`src/rtl/pattern_gen.sv`:
```
// Raster timing generator producing bars / ramp / checker / scroll test patterns.
// Define PATTERN_GEN_BAYER_EN to invert bars and ramp at odd-row/odd-col sites (B of RGGB).
module pattern_gen #(
   parameter int PIX_W = 10,
   parameter int HPIX  = 640,
   parameter int VPIX  = 400,
   parameter int HSYNC = 44,
   parameter int HBP   = 64,
   parameter int HFP   = 64,
   parameter int VSYNC = 5,
   parameter int VBP   = 2,
   parameter int VFP   = 1,
   parameter int BAR_W = 32
) (
   input  logic             clk,
   input  logic             reset_n,
   input  logic             enable,
   input  logic [1:0]       mode,
   output logic             fv,
   output logic             lv,
   output logic             pix_en,
   output logic [PIX_W-1:0] pix_data,
   output logic [15:0]      frame_count,
   output logic             frame_done,
   output logic [1:0]       state_dbg
);

   localparam int HTOT   = HSYNC + HBP + HPIX + HFP;
   localparam int VTOT   = VSYNC + VBP + VPIX + VFP;
   localparam int XW     = $clog2(HTOT + 1);
   localparam int YW     = $clog2(VTOT + 1);
   localparam int BAR_SH = $clog2(BAR_W);

   localparam logic [XW-1:0] X_LAST = XW'(HTOT - 1);
   localparam logic [XW-1:0] X_LV   = XW'(HSYNC);
   localparam logic [XW-1:0] X_ACT0 = XW'(HSYNC + HBP);
   localparam logic [XW-1:0] X_ACT1 = XW'(HSYNC + HBP + HPIX);
   localparam logic [YW-1:0] Y_LAST = YW'(VTOT - 1);
   localparam logic [YW-1:0] Y_FV   = YW'(VSYNC);
   localparam logic [YW-1:0] Y_ACT0 = YW'(VSYNC + VBP);
   localparam logic [YW-1:0] Y_ACT1 = YW'(VSYNC + VBP + VPIX);

   typedef enum logic [1:0] {
      IDLE     = 2'd0,
      RUN      = 2'd1,
      STOPPING = 2'd2
   } state_t;

   state_t          state, state_nxt;
   logic [XW-1:0]   x, x_nxt;
   logic [YW-1:0]   y, y_nxt;
   logic [1:0]      mode_q;
   logic            line_end, frame_end, running;

   assign line_end  = (x == X_LAST);
   assign frame_end = line_end && (y == Y_LAST);
   assign running   = (state != IDLE);
   assign state_dbg = state;

   // enable only decides whether another frame follows; a started frame always completes.
   always_comb begin
      state_nxt = state;
      x_nxt     = x;
      y_nxt     = y;
      case (state)
         IDLE: begin
            x_nxt = '0;
            y_nxt = '0;
            if (enable) state_nxt = RUN;
         end
         RUN, STOPPING: begin
            if (line_end) begin
               x_nxt = '0;
               y_nxt = (y == Y_LAST) ? '0 : y + 1'b1;
            end else begin
               x_nxt = x + 1'b1;
            end
            if (frame_end) begin
               if (state == STOPPING || !enable) state_nxt = IDLE;
            end else if (state == RUN && !enable) begin
               state_nxt = STOPPING;
            end
         end
         default: state_nxt = IDLE;
      endcase
   end

   always_ff @(posedge clk or negedge reset_n) begin
      if (!reset_n) begin
         state  <= IDLE;
         x      <= '0;
         y      <= '0;
         mode_q <= 2'd0;
      end else begin
         state <= state_nxt;
         x     <= x_nxt;
         y     <= y_nxt;
         if (running && x == '0 && y == '0) mode_q <= mode;
      end
   end

   logic [XW-1:0]    col;
   logic [YW-1:0]    row;
   logic [31:0]      col32, row32;
   logic [2:0]       bar_idx;
   logic             act_ln, fv_c, lv_c, pe_c;
   logic [PIX_W-1:0] pd_c;

   assign col     = x - X_ACT0;
   assign row     = y - Y_ACT0;
   assign col32   = 32'(col);
   assign row32   = 32'(row);
   assign bar_idx = 3'(col >> BAR_SH);

   always_comb begin
      act_ln = running && (y >= Y_ACT0) && (y < Y_ACT1);
      fv_c   = running && (y >= Y_FV);
      lv_c   = act_ln && (x >= X_LV);
      pe_c   = act_ln && (x >= X_ACT0) && (x < X_ACT1);
      pd_c   = '0;
      case (mode_q)
         2'd0:    pd_c = {bar_idx, {(PIX_W-3){1'b0}}};
         2'd1:    pd_c = PIX_W'(col32);
         2'd2:    pd_c = {PIX_W{col32[3] ^ row32[3]}};
         default: pd_c = PIX_W'(col32 + row32 + {16'd0, frame_count});
      endcase
`ifdef PATTERN_GEN_BAYER_EN
      if (!mode_q[1] && col32[0] && row32[0]) pd_c = ~pd_c;
`endif
      if (!pe_c) pd_c = '0;
   end

   // One register stage keeps every output aligned to the (x,y) that produced it.
   always_ff @(posedge clk or negedge reset_n) begin
      if (!reset_n) begin
         fv          <= 1'b0;
         lv          <= 1'b0;
         pix_en      <= 1'b0;
         pix_data    <= '0;
         frame_done  <= 1'b0;
         frame_count <= 16'd0;
      end else begin
         fv         <= fv_c;
         lv         <= lv_c;
         pix_en     <= pe_c;
         pix_data   <= pd_c;
         frame_done <= running && frame_end;
         if (running && frame_end) frame_count <= frame_count + 16'd1;
      end
   end

endmodule

```
`config.mk`:
```
export PLATFORM = sky130hd
export DESIGN_NAME = pattern_gen
export DESIGN_NICKNAME = d
export VERILOG_FILES = /design/src/rtl/pattern_gen.sv
export SDC_FILE = /design/constraint.sdc
export NUM_CORES = 1
export LEC_CHECK = 0
export ABC_AREA = 0
export CAP_MARGIN = 10
export CORE_MARGIN = 2
export CORE_UTILIZATION = 45
export CTS_BUF_LIST = sky130_fd_sc_hd__clkbuf_8
export CTS_CLUSTER_SIZE = 20
export DETAILED_ROUTE_END_ITERATION = 10
export PLACE_DENSITY = 0.65
export SYNTH_ARGS = -nofsm -noshare
export SYNTH_HDL_FRONTEND = slang
export SYNTH_SLANG_ARGS = --single-unit
```
`constraint.sdc`:
```
create_clock -name clk -period 3.52 [get_ports clk]
set_clock_uncertainty 0.15 [all_clocks]
set_input_delay 0.88 -clock clk [delete_from_list [all_inputs] [get_ports clk]]
set_output_delay 0.88 -clock clk [all_outputs]
set_load 0.005 [all_outputs]
```
# Word level (Yosys, flattened, before mapping)
# Index checks and enable logic that the tools add are counted.
# totals
output_inout_bits	32
ff_bits	53
in_bits	5
# op_classes
n_addsub	7
n_eq_ne	10
n_bitwise	1
muxes	12
order_cmp	6
reduce_logical	22
# ops
operator	n
10-bit one-hot mux with 3 select lines	1
10-bit two-way mux	2
10-bit one-hot mux with 2 select lines	1
9-bit by 3-bit >= comparator with 1-bit output (second input constant)	2
9-bit two-way mux	2
9-bit one-hot mux with 2 select lines	1
16-bit by 1-bit adder with 16-bit output (second input constant)	1
1-bit logical AND	11
10-bit by 1-bit adder with 10-bit output (second input constant)	1
10-bit adder	1
10-bit by 9-bit adder with 10-bit output	1
10-bit == test (second input constant)	1
10-bit by 6-bit >= comparator with 1-bit output (second input constant)	1
10-bit by 7-bit >= comparator with 1-bit output (second input constant)	1
10-bit zero test	1
10-bit less-than comparator (second input constant)	1
10-bit by 7-bit subtractor with 10-bit output (second input constant)	1
9-bit by 1-bit adder with 9-bit output (second input constant)	1
9-bit == test (second input constant)	1
9-bit zero test	1
9-bit less-than comparator (second input constant)	1
9-bit by 3-bit subtractor with 9-bit output (second input constant)	1
2-bit two-way mux	4
3-bit != test (second input constant)	2
12 further kinds	17

# Depth between registers and ports, before layout
# depth
word_depth	6
depth_mapped	13

# Worst setup path before layout
# Ideal clock, no wire load.
# synth_timing
path_type	register to register
startpoint	register y[5]
endpoint	register pix_data[9]
path_stages_with_launch	10
required_ns	3.271
arrival_time_ns	2.989
n_path_buf	1
slack_ns	0.281
setup_time_ns	0.099
cell_sequence	dfrtp_1 buf_2 or4_1 a211oi_1 xor2_1 fa_1 ha_1 or2_2 a31o_2 a311oi_1
# synth_via
elab_chain_cells	6
# synth_lines
element	line_no	source
start: declaration	51	logic [YW-1:0] y, y_nxt;
start signal: assignment	97	y <= y_nxt;
parallel branches: the longest is 5 deep, another holds 10-bit by 9-bit adder with 10-bit output	-	
10-bit two-way mux *	130	if (!pe_c) pd_c = '0;
named net pd_c[9]	107	logic [PIX_W-1:0] pd_c;
end signal: assignment	146	pix_data <= pd_c;
end: declaration	22	output logic [PIX_W-1:0] pix_data,
# Mark *: on every way through the listed nets, which the timed path passes.
# A chain may end at the register's enable or synchronous reset.

# Final worst setup path
# layout_timing
startpoint	register y[1]
endpoint	register pix_data[9]
# The elaborated chain is that of the path after synthesis.

==> impl_metrics.tcl <==
set metrics [dict create \
    cts_buffer_depth 2 \
    gp_congestion 0.892 \
    post-route-util_pct 53.3 \
    synthFlopType "dfrtp_1" \
    worstSetupPathDepth 11 \
    cap_violations 0 \
    synth_seq_cells 53 \
    layout.nets 475 \
    clock_sinks 53 \
    ioPinCount 37 \
    ys_seq_area_share_pct 35.2 \
    clock_latency_ns 0.33 \
    antenna_found_initial 0 \
    syn-cell-area_um2 3770 \
    finalInstanceArea_um2 4360 \
    power_frac_comb_pct 36.4 \
    die_w_um 95.6 \
    synth-edff-count 0 \
    slew_viol_final 0 \
    ant_nets 0 \
    cp_slowest_cell "fa_1" \
    synth.most_common_cell "dfrtp_1" \
    r2r_slack_ns 0.23 \
    setup_viol 0 \
    crit_chain "and3_1 > xnor2_1 > inv_1 > fa_1 > inv_1 > ha_1 > nor2b_1 > o2111ai_1 > nand3_1 > a31o_2 > a311oi_1" \
    path_class "register to register" \
    pre_cts_slack_ns 0.210 \
    syn_to_final_growth_pct 15.6 \
    fin_crit_ns 3.29 \
    instances_no_fill 545 \
    synthDominantCellAreaShare_pct 35.2 \
    hold_slack_ns 0.337 \
    seqPwrFrac_pct 42.0 \
    syn_nets 442 \
    peakVddDrop_uv 192 \
    hold_depth 1 \
    dieHeight_um 95.6 \
    synth.area.top_cells "dfrtp_1, ha_1, xnor2_1, fa_1, inv_1" \
    swShare_pct 39.6 \
    cp-end-kind "register" \
    synth_cell_types 57 \
    core-area_um2 8180 \
    clkPwrFrac_pct 21.5 \
    cts_root_buf "clkbuf_8" \
    top_usage_layer "met2" \
    p_sw_uw 676 \
    hold_path.class "register to register" \
    max_slew_margin_pct 41.6 \
    hold_viol_final 0 \
    crit_buf_inv 2 \
    outcome "complete, no violations" \
    drt_iter0_markers 132 \
    vias 3003 \
    dp_hpwl_um 6270 \
    rr_startpoint "y[1]" \
    syn_inst 406 \
    cpMostUsedCell "inv_1" \
    grt_pass1_wl_um 14100 \
    row_count 33 \
    fin_crit_sh_pct 93.3 \
    cts_tree "built" \
    port_buffers 36 \
    cp_top_family "adder cells" \
    timing.final.ws_setup_ns 0.234 \
    powerDensity_nw_per_um2 392 \
    synth.avg_cell_area_um2 9.29 \
    initial_core_util_pct 46.1 \
    dp.cells 536 \
    start_kind "register" \
    drc 0 \
    cp_max_fo 8 \
    grt_overflow 0 \
    globalRouteMet2Util_pct 33.0 \
    rsz0062_at_grt "false" \
    tns_ns 0 \
    fp.dieArea_um2 9130 \
    crit_path_max_incr_delay_ns 0.50 \
    p_total_mw 1.71 \
    grt_pass1_vias 2866 \
    tightest_slew_ns 0.877 \
    grt_max_degree 54 \
    p_int_mw 1.03 \
    crit_start "y[1]" \
    synth_common_cells "dfrtp_1, inv_1, xnor2_1, nand2_1, o21ai_0" \
    drive_gt1_share_pct 9.09 \
    endpoint "pix_data[9]" \
    p_leak_nw 1.98 \
    arrival_ns 3.37 \
    drt_pass1_iterations 4 \
    grt.total_usage_pct 19.9 \
    grt_util_met1_pct 27.5 \
    cts_buffers 5 \
    critical_path_required_ns 3.60 \
    yosysWarnings 0 \
    drt_wl_total_um 8390 \
    viasPerCell 5.51 \
    yosysTopAreaCell "dfrtp_1" \
    htree_levels 2 \
    worstRegToRegCells 11 \
    grt_use_met3_pct 2.61 \
    path_clk_slew_ns 0.11 \
    max_freq_ghz 0.304 \
    post_dp_cell_area_um2 4250 \
    diodes 0 \
    r2r_end "pix_data[9]" \
    wl_per_cell_um 15.4 \
    synth-async-reset-ratio_pct 100 \
]
cell families after synthesis:
group / synth area share (%)
fa+ha+maj: 12.3
simple gates: 19.0
flops: 35.2
buf+inv: 7.00
xor+xnor: 9.19
mux: 1.43
compound gates: 16.0
layout by cell type (no fill, tap or decap), types with 4 or more instances in the layout:
| cell | instances |
|---|---|
| nor2_1 | 18 |
| nand2_1 | 26 |
| o21ai_0 | 22 |
| nor3_1 | 8 |
| ha_1 | 21 |
| and3_1 | 13 |
| nand3_1 | 13 |
| inv_1 | 41 |
| a211oi_1 | 5 |
| or3_1 | 6 |
| nor3b_1 | 6 |
| clkdlybuf4s50_1 | 35 |
| o31ai_1 | 5 |
| clkbuf_8 | 5 |
| or2_2 | 4 |
| dfrtp_1 | 53 |
| a21o_1 | 4 |
| o21bai_1 | 4 |
| buf_4 | 14 |
| fa_1 | 10 |
| a21oi_1 | 19 |
| nand4_1 | 6 |
| xnor2_1 | 27 |
| xor2_1 | 9 |
sequential cells by signal (all words and copies together) (netlist names), 2 cells and up:
| register | count |
|---|---|
| frame_count | 16 |
| state_dbg | 2 |
| y | 9 |
| pix_data | 10 |
| mode_q | 2 |
| x | 10 |
final cells by class:
class	count	area [µm²]
Fill cell	779	3810
Clock buffer	5	68.8
Multi-Input combinational cell	288	2200
Inverter	41	154
Tap cell	105	131
Timing Repair Buffer	50	460
Clock inverter	3	21.3
Sequential cell	53	1330
how the worst min path moves through the flow:
stage | startpoint | to | slack, ns
CTS | frame_count[15] | frame_count[15] | 0.34
floorplan | frame_count[15] | frame_count[15] | 0.32
detailed placement | frame_count[15] | frame_count[15] | 0.32
global placement | frame_count[15] | frame_count[15] | 0.31
global route | frame_count[15] | frame_count[15] | 0.37
finish | frame_count[15] | frame_count[15] | 0.34
timing repair:
action / 4_1_cts / 5_1_grt
resized for setup: 0 / 4
hold buffers: 0 / 0
buffers inserted: 0 / 1
endpoints found under the setup margin: 0 / 2
layer usage:
layer / wire length, µm / up-vias
met4: 101 / 0
met2: 4070 / 59
met1: 3880 / 1453
met5: 0 / -
met3: 332 / 9
li1: - / 1482
power groups by stage:
stage / Sequential, mW / Clock (mW) / Combinational (mW)
floorplan: 0.680 / 0 / 0.499
global placement: 0.727 / 0 / 0.613
detailed placement: 0.729 / 0 / 0.620
CTS: 0.717 / 0.377 / 0.623
global route: 0.725 / 0.395 / 0.705
finish: 0.718 / 0.368 / 0.622
worst reg2reg max path, cell delays in order (launching register included):
cell and delay (ns):
dfrtp_1 0.47, and3_1 0.26, xnor2_1 0.32, inv_1 0.11, fa_1 0.50, inv_1 0.05, ha_1 0.34, nor2b_1 0.16
o2111ai_1 0.23, nand3_1 0.14, a31o_2 0.22, a311oi_1 0.24
Power figures use the tool's default switching activity.
